### src/rtl/key_event_queue.sv
// key_event_queue
//   Turns debounced key press/release ticks into SHORT / LONG / REPEAT /
//   RELEASE events and queues them in a small show-ahead FIFO.
// Ports:
//   clk, reset      system clock, synchronous active-high reset
//   neg_tick        one-cycle debounced press pulse
//   pos_tick        one-cycle debounced release pulse
//   kcode[2:0]      key code, valid from the cycle after neg_tick (0 = invalid)
//   rd_en           pop head entry (ignored when empty)
//   clr_ovf         clear sticky overflow flag
//   ev_data[4:0]    head entry {type[1:0], key[2:0]}; holds last value when empty
//   ev_empty        FIFO empty
//   ev_full         FIFO full
//   ev_count[AW:0]  entries held
//   overflow        sticky: an event was dropped
module key_event_queue #(
  parameter int TICK_DIV  = 22118,
  parameter int LONG_MS   = 800,
  parameter int REPEAT_MS = 200,
  parameter int AW        = 3
) (
  input  logic          clk,
  input  logic          reset,
  input  logic          neg_tick,
  input  logic          pos_tick,
  input  logic [2:0]    kcode,
  input  logic          rd_en,
  input  logic          clr_ovf,
  output logic [4:0]    ev_data,
  output logic          ev_empty,
  output logic          ev_full,
  output logic [AW:0]   ev_count,
  output logic          overflow
);

  localparam int PW = (TICK_DIV > 1) ? $clog2(TICK_DIV) : 1;
  localparam int DEPTH = 1 << AW;
  localparam logic [AW:0] FULL_CNT = {1'b1, {AW{1'b0}}};

  typedef enum logic [2:0] {
    IDLE    = 3'd0,
    CAPTURE = 3'd1,
    HELD    = 3'd2,
    REPEAT  = 3'd3,
    IGNORE  = 3'd4
  } state_t;

  state_t      state, state_nxt;
  logic [2:0]  key_reg;
  logic [PW-1:0] presc;
  logic [15:0] ms_cnt;
  logic        ms_tick;
  logic        tmr_clr;
  logic        push;
  logic [1:0]  push_type;
  logic [4:0]  push_data;
  logic        long_hit, rpt_hit;

  assign ms_tick  = (presc == PW'(TICK_DIV - 1));
  assign long_hit = (ms_cnt == 16'(LONG_MS));
  assign rpt_hit  = (ms_cnt == 16'(REPEAT_MS));
  assign push_data = {push_type, key_reg};

  // State register
  always_ff @(posedge clk) begin
    if (reset) state <= IDLE;
    else       state <= state_nxt;
  end

  // Next-state logic; release has priority over a timer match
  always_comb begin
    state_nxt = state;
    case (state)
      IDLE:    if (neg_tick) state_nxt = CAPTURE;
      CAPTURE: state_nxt = (kcode == '0) ? IGNORE : HELD;
      HELD: begin
        if (pos_tick)      state_nxt = IDLE;
        else if (long_hit) state_nxt = REPEAT;
      end
      REPEAT:  if (pos_tick) state_nxt = IDLE;
      IGNORE:  if (pos_tick) state_nxt = IDLE;
      default: state_nxt = IDLE;
    endcase
  end

  // FSM outputs: event push and time-base clear
  always_comb begin
    push      = 1'b0;
    push_type = 2'b00;
    tmr_clr   = 1'b0;
    case (state)
      CAPTURE: tmr_clr = 1'b1;
      HELD: begin
        if (pos_tick) begin
          push      = 1'b1;
          push_type = 2'b00;
        end else if (long_hit) begin
          push      = 1'b1;
          push_type = 2'b01;
          tmr_clr   = 1'b1;
        end
      end
      REPEAT: begin
        if (pos_tick) begin
          push      = 1'b1;
          push_type = 2'b11;
        end else if (rpt_hit) begin
          push      = 1'b1;
          push_type = 2'b10;
          tmr_clr   = 1'b1;
        end
      end
      default: ;
    endcase
  end

  // Key latch
  always_ff @(posedge clk) begin
    if (reset)                 key_reg <= '0;
    else if (state == CAPTURE) key_reg <= kcode;
  end

  // 1 ms time base and saturating ms counter
  always_ff @(posedge clk) begin
    if (reset || tmr_clr) begin
      presc  <= '0;
      ms_cnt <= '0;
    end else if (ms_tick) begin
      presc <= '0;
      if (ms_cnt != 16'hFFFF) ms_cnt <= ms_cnt + 16'd1;
    end else begin
      presc <= presc + PW'(1);
    end
  end

  // FIFO
  logic [4:0]  mem [DEPTH];
  logic [AW:0] wr_ptr, rd_ptr, wr_nxt, rd_nxt, count;
  logic        do_pop, do_wr, drop;

  assign count    = wr_ptr - rd_ptr;
  assign ev_count = count;
  assign ev_empty = (count == '0);
  assign ev_full  = (count == FULL_CNT);
  assign do_pop   = rd_en && !ev_empty;
  assign do_wr    = push && (!ev_full || do_pop);
  assign drop     = push && ev_full && !do_pop;
  assign rd_nxt   = rd_ptr + {{AW{1'b0}}, do_pop};
  assign wr_nxt   = wr_ptr + {{AW{1'b0}}, do_wr};

  always_ff @(posedge clk) begin
    if (do_wr) mem[wr_ptr[AW-1:0]] <= push_data;
  end

  // ev_data is registered from the post-edge head; when the new head is the
  // slot being written this cycle it is taken straight from push_data.
  always_ff @(posedge clk) begin
    if (reset) begin
      wr_ptr   <= '0;
      rd_ptr   <= '0;
      ev_data  <= '0;
      overflow <= 1'b0;
    end else begin
      wr_ptr <= wr_nxt;
      rd_ptr <= rd_nxt;
      if (wr_nxt != rd_nxt)
        ev_data <= (do_wr && (wr_ptr == rd_nxt)) ? push_data : mem[rd_nxt[AW-1:0]];
      if (drop)         overflow <= 1'b1;
      else if (clr_ovf) overflow <= 1'b0;
    end
  end

endmodule

### config.mk
export PLATFORM = sky130hd
export DESIGN_NAME = key_event_queue
export DESIGN_NICKNAME = d
export VERILOG_FILES = /design/src/rtl/key_event_queue.sv
export SDC_FILE = /design/constraint.sdc
export NUM_CORES = 1
export LEC_CHECK = 0
export CORE_AREA = 10 10 108 110
export CTS_CLUSTER_SIZE = 8
export DETAILED_ROUTE_END_ITERATION = 8
export DIE_AREA = 0 0 118 120
export MAX_ROUTING_LAYER = met4
export PLACE_DENSITY_LB_ADDON = 0.08
export SKIP_LAST_GASP = 1
export SLEW_MARGIN = 20
export SYNTH_ARGS = -nofsm -noshare
export SYNTH_HDL_FRONTEND = slang
export SYNTH_SLANG_ARGS = --single-unit
### constraint.sdc
create_clock -name clk -period 6.5 [get_ports clk]
set_clock_uncertainty 0.1 [all_clocks]
set_input_delay 0.975 -clock clk [delete_from_list [all_inputs] [get_ports clk]]
set_output_delay 0.975 -clock clk [all_outputs]
set_load 0.02 [all_outputs]
* After elaboration in Yosys (flattened, before gate mapping)
Memories as Yosys holds them, arrays and structs flattened. Index checks and enable logic that the tools add are counted.
Word-level totals: register bits 51, latch bits 0, bits in writable memories 40, ROM bits 0, input port bits 9, output and inout bits 12, logic and storage cells 70, memories 1
Operators by class: add/sub/neg operators 5, multiply operators 0, divide/modulo/power cells 0, magnitude comparators 0, eq/ne operators 14, shifts and indexed selects 0, multiplexer cells 24, bitwise logic cells 0, reduce and logical (&&, ||, !) cells 18
Memories:
- mem | depth 8, bits a word 5, rd ports 1, clocked after memory_dff 0, wr ports 1, line 137 | logic [4:0] mem [DEPTH];
Operators by type and width (count):
- 16-bit by 1-bit adder with 16-bit output, second input constant | 1
- 16-bit by 10-bit equality test with 1-bit output, second input constant | 1
- 16-bit by 8-bit equality test with 1-bit output, second input constant | 1
- 16-bit != test, second input constant | 1
- 15-bit by 1-bit adder with 15-bit output, second input constant | 1
- 15-bit equality test, second input constant | 1
- 3-bit two-way mux | 5
- 1-bit two-way mux | 12
- 3-bit one-hot mux with 4 select lines | 1
- 4-bit by 1-bit adder with 4-bit output | 2
- 3-bit by 2-bit equality test with 1-bit output, second input constant | 2
- 3-bit zero test | 2
- 1-bit logical AND | 5
- 5-bit two-way mux | 1
- 4-bit equality test | 1
- 4-bit equality test, second input constant | 1
- 4-bit zero test | 1
- 2-bit two-way mux | 2
- 4-bit != test | 1
- 2-bit one-hot mux with 2 select lines | 1
- 2-bit OR reduction | 2
- 4-bit subtractor | 1
- 3-bit by 1-bit equality test with 1-bit output, second input constant | 1
- 3-bit equality test, second input constant | 1
- other kinds (10) | 13

* Logic depth before layout (Yosys ltp)
depth in word-level cells 8, depth in mapped cells 16, depth with buffers taken out 16

* Worst setup path after synthesis
No wires, ideal clock.
path kind register to register, start point register wr_ptr[0], end point register ev_data[1], library setup time 120 ps, data arrival time 3855 ps, data required time 6280 ps, path slack 2425 ps, stages on the path, launching flop included 14, buffers on the path 1, clock period less this slack 4075 ps, cells stage by stage dfxtp_1 > inv_1 > ha_1 > inv_1 > fa_1 > or3_1 > nor2_1 > nor2_1 > ha_1 > buf_1 > mux4_2 > mux2_2 > mux2i_1 > o2bb2ai_1
Between the ends: cells in the longest elaborated chain, start to end 8, elaborated cells between the ends (all ways) 15, classes of those cells 3 x add/sub; 3 x eq/ne; 1 x mux; 7 x reduce/logical; 1 x memory
RTL lines:
- start: declaration | line 138 | logic [AW:0] wr_ptr, rd_ptr, wr_nxt, rd_nxt, count;
- start signal: assignment | line 164 | wr_ptr <= wr_nxt;
- 4-bit subtractor (*) | line 141 | assign count = wr_ptr - rd_ptr;
- via ev_count[1] | line 32 | output logic [AW:0] ev_count,
- 4-bit zero test (*) | line 143 | assign ev_empty = (count == '0);
- via ev_empty | line 30 | output logic ev_empty,
- 1-bit zero test (*) | line 145 | assign do_pop = rd_en && !ev_empty;
- 1-bit logical AND (*) | line 145
- 4-bit by 1-bit adder with 4-bit output (*) | line 148 | assign rd_nxt = rd_ptr + {{AW{1'b0}}, do_pop};
- via rd_nxt[0] | line 138
- branches (longest 3 deep; another with memory read 8 x 5 bit)
- end signal: assignment | line 167 | ev_data <= (do_wr && (wr_ptr == rd_nxt)) ? push_data : mem[rd_nxt[AW-1:0]];
- end: declaration | line 29 | output logic [4:0] ev_data,
Mark *: on every way through the listed nets, which the timed path passes. A chain may end at the register's enable or synchronous reset.

* Worst setup path in the final report
start point register wr_ptr[0], end point output port ev_full
Between the ends: cells in the longest elaborated chain, start to end 2
RTL lines:
- 4-bit subtractor | line 141
- 4-bit equality test | line 144 | assign ev_full = (count == FULL_CNT);
- end: declaration | line 31 | output logic ev_full,
No other way between the ends.

==> impl_metrics.ini <==
[floorplan]
num_rows = 36
die_y_um = 120
pin_count = 21
die_w_um = 118
core_area_sq_um = 9550
initial_core_util_pct = 43.9
dieArea_sq_um = 14200

[sta]
tightest_slew_ns = 0.835
max_freq_mhz = 233
hold_viol_final = 0
slew-limit-headroom_pct = 44.1
grt_setup_unrepaired = false
hold_slack_ns = 0.369
tns_ns = 0
setup_viol = 0
period_minus_slack_ns = 4.30
fin_crit_sh_pct = 66.1
drv_slew = 0

[hold_path]
worstHoldPathType = reg -> reg
whs_path_depth = 1
hold_end = ev_data[2]
hp-start = ev_data[2]

[power_and_ir_drop]
ir_worst_vdd_uv = 178
leakage_nw = 1.63
fin_total_pwr_mw = 1.49
power.density_nw_per_um2 = 315

[cells_and_area]
final_core_util_pct = 49.4
multi_input_area_sq_um = 1880
largest_register_ffs = 40
layout_common_cells = nor2_1 (61), dfxtp_1 (51), edfxtp_1 (40), xor2_1 (24), clkdlybuf4s50_1 (20)
drive_above_1_share_pct = 10.4
syn_to_final_growth_pct = 12.4
final_nets = 412
nFillCells = 911
regArea_sq_um = 2220
final_common_cell = nor2_1
n_antenna_cell = 0

[setup_path]
r2r_start = wr_ptr[0]
critPathArrivalTime_ns = 3.22
crit_required_ns = 5.42
start_kind = flop
worst-setup-path-type = reg -> out
r2r_end = ev_data[4]
rrSetupSlack_ns = 2.36
endpoint_kind = output pin
r2r_cells = 16
crit_fanout = 4

[synth]
synth_area_per_cell_sq_um = 11.4
synth_nets = 389
synth_warnings = 0
synth_cell_type_count = 47
ys_ff_latch = 91
syn_inst = 368
synthFlopType = dfxtp_1
seq_area_frac_synth_pct = 53.0
synthArstFlopShare_pct = 0
syn_area_sq_um = 4200
synth-edff-count = 40

[clock_tree]
path_clk_slew_ns = 0.09
hold_buffers = 0
cts.htree.levels = 3
cts_root_buffer = clkbuf_8
cts_setup_buffers = 0
clock_sinks = 91
cts_tree = yes
cts-buffers-inserted = 9
clk_latency_ns = 0.36
post_cts_resized = 0
cts_buffer_depth = 2

[detailed_routing]
drtIter0Drc = 128
routed-via-count = 2710
routed_wl_um = 8160
drt_first_pass_iters = 4
drc = 0
vias_per_cell = 5.12
ant_nets = 0
wl_per_cell_um = 15.4

[grt]
grt.overflow.total = 0
grt_pass1_wl_um = 14100
antenna_found_initial = 0
grt_pass1_vias = 2762
grt_max_degree = 19
grt.total_usage_pct = 12.6

[flow_run]
cap_violations = 0

[placement]
io_buffers = 20
dpl.hpwl_um = 5820
place.gp.congestion = 0.807

[outcome]
outcome = completed
==> cells in the mapped netlist (3+ instances only) <==
master     count  area share [%]
a21oi_1        5            0.60
and3_1         6            0.89
clkbuf_1       6            0.54
dfxtp_1       51              24
edfxtp_1      40              29
ha_1          11             3.3
inv_1         14             1.3
mux2_2         5             1.3
mux2i_1       10             2.4
mux4_2        10             5.4
nand2_1       18             1.6
nand2b_1       6            0.89
nand3_1       15             1.8
nand4_1       11             1.6
nor2_1        61             5.5
nor2b_1        8             1.2
nor3_1        11             1.3
nor3b_1        3            0.54
o2bb2ai_1      5             1.0
or4_4          3            0.80
xnor2_1       15             3.1
xor2_1        24             5.0
==> per-stage QoR <==
step | std cells | cell area, sq um | setup slack, ns
global route | 529 | 4720 | 2.04
floorplan | 368 | 4200 | 2.43
detailed placement | 513 | 4530 | 2.37
CTS | 529 | 4720 | 2.15
finish | 529 | 4720 | 2.20
global placement | 513 | 4530 | 2.52
==> critical path, stage by stage, from the launching register on <==
cell	delay, ns
dfxtp_1	0.35
inv_1	0.08
ha_1	0.16
inv_1	0.05
fa_1	0.38
xor2_1	0.19
or3_1	0.33
nor3_1	0.57
clkdlybuf4s50_1	0.75
==> per-layer routing <==
| layer | part of all wire [%] | vias up | wire (um) | GRT usage [%] |
|---|---|---|---|---|
| met5 | 0 | - | 0 | - |
| met4 | 1.3 | 0 | 107 | 4.40 |
| met3 | 3.3 | 10 | 271 | 2.81 |
| met2 | 47 | 37 | 3800 | 19.5 |
| met1 | 49 | 1300 | 3980 | 15.9 |
| li1 | - | 1363 | - | - |
==> report_power, final <==
group / internal, mW / leakage (nW) / switching, mW
sequential: 0.617 / 0.790 / 0.0179
combinational: 0.238 / 0.751 / 0.249
clock: 0.145 / 0.0844 / 0.218
==> how the worst max path moves through the flow <==
| stage | from | end | slack (ns) | cells after the start |
|---|---|---|---|---|
| after floorplan | wr_ptr[0] | ev_data[1] | 2.43 | 13 |
| after global placement | wr_ptr[0] | ev_data[4] | 2.52 | 15 |
| after detailed placement | wr_ptr[0] | ev_data[4] | 2.37 | 16 |
| after global routing | wr_ptr[0] | ev_data[2] | 2.04 | 16 |
| after CTS | wr_ptr[0] | ev_full | 2.15 | 8 |
| final | wr_ptr[0] | ev_full | 2.20 | 8 |
==> cell families after synthesis <==
kind of cell,synth area share (%)
flops,53.0
fa+ha+maj,3.76
simple gates,19.5
compound gates,3.82
buf+inv,2.15
xor+xnor,8.71
mux,9.09
==> area by class of cell <==
class,count,share of cell area (%)
clock buffers,9,2.63
clock inverters,7,1.27
inverters,14,1.11
multi-input cells,254,39.9
flip-flops and latches,91,47.1
well taps,133,3.53
repair buffers,21,4.40
Note: power is estimated with default switching activity, not from simulation.
